<file path="config.mk">
export PLATFORM = sky130hd
export DESIGN_NAME = sample_sdiv_seq
export DESIGN_NICKNAME = d
export VERILOG_FILES = /design/src/rtl/sample_sdiv_seq.sv
export SDC_FILE = /design/constraint.sdc
export NUM_CORES = 1
export LEC_CHECK = 0
export BUFFER_PORTS_ARGS = -buffer_cell sky130_fd_sc_hd__buf_2
export CAP_MARGIN = 20
export CORE_MARGIN = 10
export CORE_UTILIZATION = 37
export CTS_BUF_LIST = sky130_fd_sc_hd__clkbuf_2
export DETAILED_ROUTE_END_ITERATION = 8
export MAX_ROUTING_LAYER = met4
export PLACE_DENSITY = 0.59
export SLEW_MARGIN = 20
export SYNTH_ARGS = -nofsm -noshare
export SYNTH_HDL_FRONTEND = slang
export SYNTH_SLANG_ARGS = --single-unit
</file>
<file path="constraint.sdc">
create_clock -name clk -period 6.19 [get_ports clk]
set_input_delay 1.857 -clock clk [delete_from_list [all_inputs] [get_ports clk]]
set_output_delay 1.857 -clock clk [all_outputs]
set_load 0.03 [all_outputs]
</file>
<file path="src/rtl/sample_sdiv_seq.sv">
// Sequential signed divider (restoring, one quotient bit per enabled clock).
// Latency: W+1 enabled edges from accept to done (2 with SAMPLE_SDIV_EARLY_EXIT_EN on trivial operands).
// Backpressure: none; start is ignored while busy, ce=0 freezes all state and outputs.
//
// Ports:
//   clk, reset (sync, active-high, overrides ce), ce (clock enable)
//   start      : request, accepted only in IDLE with ce=1
//   din0, din1 : signed dividend / divisor, sampled on the accepting edge
//   busy       : high in every state other than IDLE
//   done       : high for the single DONE state (stays high while frozen there)
//   dout, rem  : signed quotient / remainder, truncating semantics, wrap to W bits
//   div_by_zero: set alongside the results when din1 was zero
//
// Optional macro SAMPLE_SDIV_EARLY_EXIT_EN: skip the iterations when the
// divisor is zero or |din0| < |din1| (quotient is known to be zero).
module sample_sdiv_seq #(
  parameter logic [31:0] ID = 32'd1,
  parameter int          W  = 13
) (
  input  logic         clk,
  input  logic         reset,
  input  logic         ce,
  input  logic         start,
  input  logic [W-1:0] din0,
  input  logic [W-1:0] din1,
  output logic         busy,
  output logic         done,
  output logic [W-1:0] dout,
  output logic [W-1:0] rem,
  output logic         div_by_zero
);

  localparam int CW = $clog2(W);
  localparam logic [W-1:0] MAXV = {1'b0, {(W-1){1'b1}}};
  localparam logic [W-1:0] MINV = {1'b1, {(W-1){1'b0}}};

  typedef enum logic [1:0] {IDLE, CALC, FIX, DONE} state_e;

  state_e        state_q, state_d;
  logic [CW-1:0] cnt_q, cnt_d;
  logic [W-1:0]  dvd_q, dvd_d;    // dividend bits shifting out, quotient bits shifting in
  logic [W-1:0]  dvs_q, dvs_d;    // |divisor|
  logic [W-1:0]  prem_q, prem_d;  // partial remainder
  logic [W-1:0]  dout_q, dout_d;
  logic [W-1:0]  rem_q, rem_d;
  logic          qneg_q, qneg_d;
  logic          rneg_q, rneg_d;
  logic          zero_q, zero_d;
  logic          dbz_q, dbz_d;

  logic [W-1:0]  a_mag, b_mag;
  logic [W:0]    shifted, diff;
  logic          early;

  // Instance ID has no functional effect.
  logic unused_id;
  assign unused_id = ^ID;

  // |x| of the most negative value wraps to 2^(W-1), which is exact as unsigned.
  assign a_mag = din0[W-1] ? -din0 : din0;
  assign b_mag = din1[W-1] ? -din1 : din1;

`ifdef SAMPLE_SDIV_EARLY_EXIT_EN
  assign early = (din1 == '0) || (a_mag < b_mag);
`else
  assign early = 1'b0;
`endif

  // Partial remainder stays below 2^(W-1) before each shift, so W+1 bits hold
  // the trial difference and its top bit is a valid sign. With a zero divisor
  // every trial succeeds and the partial remainder ends up equal to |din0|.
  assign shifted = {prem_q, dvd_q[W-1]};
  assign diff    = shifted - {1'b0, dvs_q};

  always_comb begin
    state_d = state_q;
    cnt_d   = cnt_q;
    dvd_d   = dvd_q;
    dvs_d   = dvs_q;
    prem_d  = prem_q;
    dout_d  = dout_q;
    rem_d   = rem_q;
    qneg_d  = qneg_q;
    rneg_d  = rneg_q;
    zero_d  = zero_q;
    dbz_d   = dbz_q;
    unique case (state_q)
      IDLE: begin
        if (start) begin
          qneg_d = din0[W-1] ^ din1[W-1];
          rneg_d = din0[W-1];
          zero_d = (din1 == '0);
          dvs_d  = b_mag;
          cnt_d  = CW'(W - 1);
          if (early) begin
            // Quotient is zero and the remainder is the whole dividend.
            dvd_d   = '0;
            prem_d  = a_mag;
            state_d = FIX;
          end else begin
            dvd_d   = a_mag;
            prem_d  = '0;
            state_d = CALC;
          end
        end
      end
      CALC: begin
        if (!diff[W]) prem_d = diff[W-1:0];
        else          prem_d = shifted[W-1:0];
        dvd_d = {dvd_q[W-2:0], ~diff[W]};
        if (cnt_q == '0) state_d = FIX;
        else             cnt_d   = cnt_q - CW'(1);
      end
      FIX: begin
        if (zero_q)      dout_d = rneg_q ? MINV : MAXV;
        else if (qneg_q) dout_d = -dvd_q;
        else             dout_d = dvd_q;
        rem_d   = rneg_q ? -prem_q : prem_q;
        dbz_d   = zero_q;
        state_d = DONE;
      end
      DONE: state_d = IDLE;
      default: state_d = IDLE;
    endcase
  end

  always_ff @(posedge clk) begin
    if (reset) begin
      state_q <= IDLE;
      cnt_q   <= '0;
      dvd_q   <= '0;
      dvs_q   <= '0;
      prem_q  <= '0;
      dout_q  <= '0;
      rem_q   <= '0;
      qneg_q  <= 1'b0;
      rneg_q  <= 1'b0;
      zero_q  <= 1'b0;
      dbz_q   <= 1'b0;
    end else if (ce) begin
      state_q <= state_d;
      cnt_q   <= cnt_d;
      dvd_q   <= dvd_d;
      dvs_q   <= dvs_d;
      prem_q  <= prem_d;
      dout_q  <= dout_d;
      rem_q   <= rem_d;
      qneg_q  <= qneg_d;
      rneg_q  <= rneg_d;
      zero_q  <= zero_d;
      dbz_q   <= dbz_d;
    end
  end

  assign busy        = (state_q != IDLE);
  assign done        = (state_q == DONE);
  assign dout        = dout_q;
  assign rem         = rem_q;
  assign div_by_zero = dbz_q;

endmodule
</file>
==> out/metrics.csv, run 1 <==
metric;value;unit
outcome;complete, no violations;
rsz0062_at_grt;false;
r2r_setup_slack;2830;ps
overflow;0;
cts_tree;yes;
drc;0;
synth_edf_count;0;
clk_latency;540;ps
cp.required;6630;ps
worst_pin_slew;1010;ps
synth_fp_nets;667;
hp-class;reg -> reg;
drt-vias-per-instance;5.35;
numPortBuffers;58;
ios;59;
wire_per_inst;14.7;um
min_to;dout[8];
ys.warnings.count;0;
worst_ep_arrival_time;3910;ps
path_max_fanout;14;
cp-end-kind;flop;
setup_ws;2720;ps
finalCriticalPeriod;3470;ps
reg2reg_depth;6;
cts_hold_buffers;0;
synthTopCellsByCount;nand2_1, dfxtp_1, nor2_1;
busiest_layer;met2;
setup_viol;0;
drv_slew;0;
worst-setup-path-type;in -> reg;
path_clk_slew;210;ps
synth_area_leader_cell;dfxtp_1;
initial_utilization;37.6;%
final_util;41.5;%
slew_headroom;32.6;%
synth_area_leaders;dfxtp_1, nand2_1, ha_1;
fin_crit_sh;56.1;%
dp_hpwl;9.33;mm
coreArea;12600;um2
peakVddDrop;0.0000806;V
die_h;133;um
h-tree-depth;3;
hp-start;dout[8];
post_cts_resized;0;
totalWireLength;12.2;mm
cellLeakagePower;2.00;nW
synth.avg_cell_area;7.74;um2
die_w;133;um
worstSetupStartpoint;start;
dp_cells;814;
synthesis.instances;614;
grt_util_met1;17.6;%
tns;0;ps
clock_skew;22.3;ps
holdWs;465;ps
grt_pass1_wl;20.9;mm
critPathLaunchType;primary input;
drive_gt1_share;13.4;%
p_total;1.13;mW
postCtsSetupBuffers;0;
area_growth;10.3;%
hold_depth;2;
pre_cts_slack;2180;ps
cts_buffers;9;
ys_types;64;
hold_viol;0;
ys_ff_latch;75;
ys_seq_area_share;31.6;%
grt_max_degree;66;
final_nets;706;
antenna_found_initial;1;
die_area;17800;um2
synth_top_area_share;31.6;%
post_dp_cell_area;5140;um2
grtUsageMet2;23.0;%
design_area;5240;um2
cts.sinks;75;
postRouteAntennaNets;0;
clock_path_buffers;2;
vias;4437;
place_congestion;0.884;
grt_pass1_vias;4269;
firstDrtPassIters;5;
use_met3;2.22;%
async_reset_ff_share;0;%
rows;41;
drt_iter0_markers;281;
grt.total_usage;14.2;%
cts_root_buf;clkbuf_2;
final_cells;830;
r2r-end;prem_q[6];
synth.most_common_cell;nand2_1;
power_density;216;nW/um2
drv_cap;0;
clock.fmax;288;MHz
synth.cell_area;4750;um2
regToRegStartpoint;state_q[1];
ys.flop_type;dfxtp_1;
## critical path, cell delays in order
cell      delay, ps
buf_2           120
mux2_2          270
and2_0          520
nor2_1          900
nand2_1         100
o311ai_0        140
## worst max path at each step
stage,depth (start not counted),end,slack (ps)
finish,6,prem_q[1],2720
CTS,4,busy,2690
floorplan,8,dvd_q[10],2810
global route,6,dvd_q[0],2530
global placement,5,dvd_q[0],2220
detailed placement,6,prem_q[1],2180
## power by group
part	internal, mW	switching (mW)	total, mW	leakage (nW)
Clock	0.0874	0.177	0.264	0.0589
Combinational	0.131	0.204	0.335	1.33
Sequential	0.508	0.0266	0.534	0.608
Total	0.726	0.407	1.13	2.00
## placed cells by master (no fill, tap or decap), types with 5 or more instances in the layout
master | synthesis | final
nand2_1 | 87 | 87
dfxtp_1 | 75 | 75
nor2_1 | 71 | 71
buf_2 | 3 | 58
a21oi_1 | 47 | 47
o21ai_0 | 33 | 33
inv_1 | 31 | 31
xor2_1 | 24 | 24
xnor2_1 | 22 | 22
ha_1 | 22 | 22
o211ai_1 | 21 | 21
a211oi_1 | 17 | 17
mux2i_1 | 13 | 13
nor3_1 | 13 | 13
clkbuf_2 | 0 | 9
nand4_1 | 8 | 8
nand2b_1 | 7 | 7
nor4_1 | 7 | 7
nand3_1 | 5 | 5
o31ai_1 | 5 | 5
or3_1 | 5 | 5
a31oi_1 | 5 | 5
## cells by family after synthesis
kind of cell,count (synthesis),share of synthesized area [%]
adder cells (fa/ha/maj),23,6.22
XOR/XNOR,46,8.48
AND/OR/NAND/NOR,225,21.6
AO/OA/AOI/OAI,168,23.6
buffers and inverters,63,5.53
flip-flops,75,31.6
multiplexers,14,2.98
## routing by layer
metal / routed length (um) / vias to the layer above
met5: 0 / -
met4: 228 / 0
met3: 385 / 17
met2: 5790 / 96
met1: 5820 / 2052
li1: - / 2272
## area by class of cell
class                      count  area, um2
fill                        1350       7380
multi-input combinational    476       3000
sequential                    75       1500
timing repair buffer          60        305
tap                          172        215
inverter                      31        116
clock inverter                 6       57.6
clock buffer                   9       45.0
antenna                        1       2.50
## state kept, by name (all words and copies together) (netlist names)
register / cells
prem_q: 13
dvd_q: 13
zero_q: 1
rneg_q: 1
rem: 13
dout: 13
div_by_zero: 1
dvs_q: 13
cnt_q: 4
qneg_q: 1
state_q: 2
No activity file was read; power rests on OpenSTA's default activity.
==> run 2: changes to the inputs <==
Clock period 6.19 ns to 3.5 ns, I/O delays scaled along.
==> out/metrics.csv, run 2 (synthesis gave the netlist of run 1 again) <==
metric;value;unit
ios;59;
rows;41;
hold_viol;0;
setup_viol;0;
slew_headroom;49.2;%
antenna_found_initial;1;
cts_hold_buffers;0;
cellLeakagePower;2.06;nW
drive_gt1_share;15.0;%
cts_tree;yes;
die_h;133;um
multi_input_comb_area;2990;um2
final_common_cell;nand2_1;
clk_latency;590;ps
layout_common_cells;nand2_1, dfxtp_1, nor2_1, buf_2, a21oi_1;
drv_cap;0;
crit_chain;inv_1 > ha_1 > inv_1 > buf_2;
vias;4376;
cp.required;2450;ps
pre_cts_slack;710;ps
cp_slowest_cell;dfxtp_1;
postCtsSetupBuffers;0;
post_cts_resized;0;
setup_ws;801;ps
coreArea;12600;um2
grt_pass1_wl;20.8;mm
cts_root_buf;clkbuf_2;
dp_hpwl;9.48;mm
dp_cells;823;
drv_slew;0;
final_cells;840;
final_nets;715;
clock.fmax;371;MHz
wire_per_inst;14.5;um
worst_ep_arrival_time;1650;ps
grt_pass1_vias;4341;
worst_pin_slew;763;ps
outcome;complete, no violations;
peakVddDrop;0.000197;V
rsz0062_at_grt;false;
grt_max_degree;41;
initial_utilization;37.6;%
totalWireLength;12.2;mm
path_max_fanout;6;
overflow;0;
place_congestion;0.880;
fill_cells;1319;
regArea;1500;um2
clock_path_buffers;2;
drt-vias-per-instance;5.21;
drt_iter0_markers;232;
postRouteAntennaNets;0;
area_growth;12.5;%
holdWs;469;ps
max_stage_delay;430;ps
numPortBuffers;58;
h-tree-depth;3;
die_w;133;um
fin_crit_sh;77.1;%
firstDrtPassIters;4;
grt.total_usage;14.2;%
cts.sinks;75;
die_area;17800;um2
clock_skew;37.1;ps
worst-setup-path-type;reg -> out;
path_clk_slew;220;ps
cp_num_buf_inv;3;
cp-end-kind;output pin;
critPathLaunchType;flop;
cp_common_cell;inv_1;
tns;0;ps
finalCriticalPeriod;2700;ps
crit_family;flip-flops;
drc;0;
power_density;400;nW/um2
hp-class;reg -> reg;
cts_buffers;9;
-- run 2: where the power goes --
group	switching [mW]	internal, mW	total, mW
Clock	0.344	0.242	0.586
Combinational	0.361	0.245	0.605
Sequential	0.0470	0.898	0.945
Total	0.752	1.39	2.14
-- run 2: tightest hold or removal path: cells and delay by family, from the launching register on --
family          cells  cell delay (ps)
simple gates        1               50
compound gates      1               50
flops               1              360
-- run 2: final timing paths --
path	slack [ps]	startpoint	end	cells after the start
worst max register to register	900	dvd_q[12]	prem_q[12]	10
worst max-delay path	800	state_q[0]	busy	4
worst min register to register	470	rem[8]	rem[8]	2
worst min-delay path	470	rem[8]	rem[8]	2
-- run 2: stage by stage --
| stage | area [um2] | power (mW) | util, % |
|---|---|---|---|
| 2_1_floorplan | 4750 | 1.42 | - |
| 3_3_place_gp | 5200 | 1.55 | 41.2 |
| 3_5_place_dp | 5200 | 1.56 | 41.2 |
| 4_1_cts | 5340 | 2.15 | 42.3 |
| 5_1_grt | 5350 | 2.28 | 42.4 |
| 6_report | 5350 | 2.14 | 42.4 |
-- run 2: layer usage --
metal,part of all wire (%),GRT usage [%]
met2,47,22.8
met5,0,-
met3,2.6,2.44
met1,48,17.7
met4,1.6,5.14
-- run 2: final cells by class --
type                       count  area share (%)
multi-input combinational    476            56.0
sequential                    75            28.1
timing repair buffer          69            6.97
tap                          172            4.03
inverter                      31            2.18
clock inverter                 7            1.90
clock buffer                   9           0.842
antenna                        1          0.0468
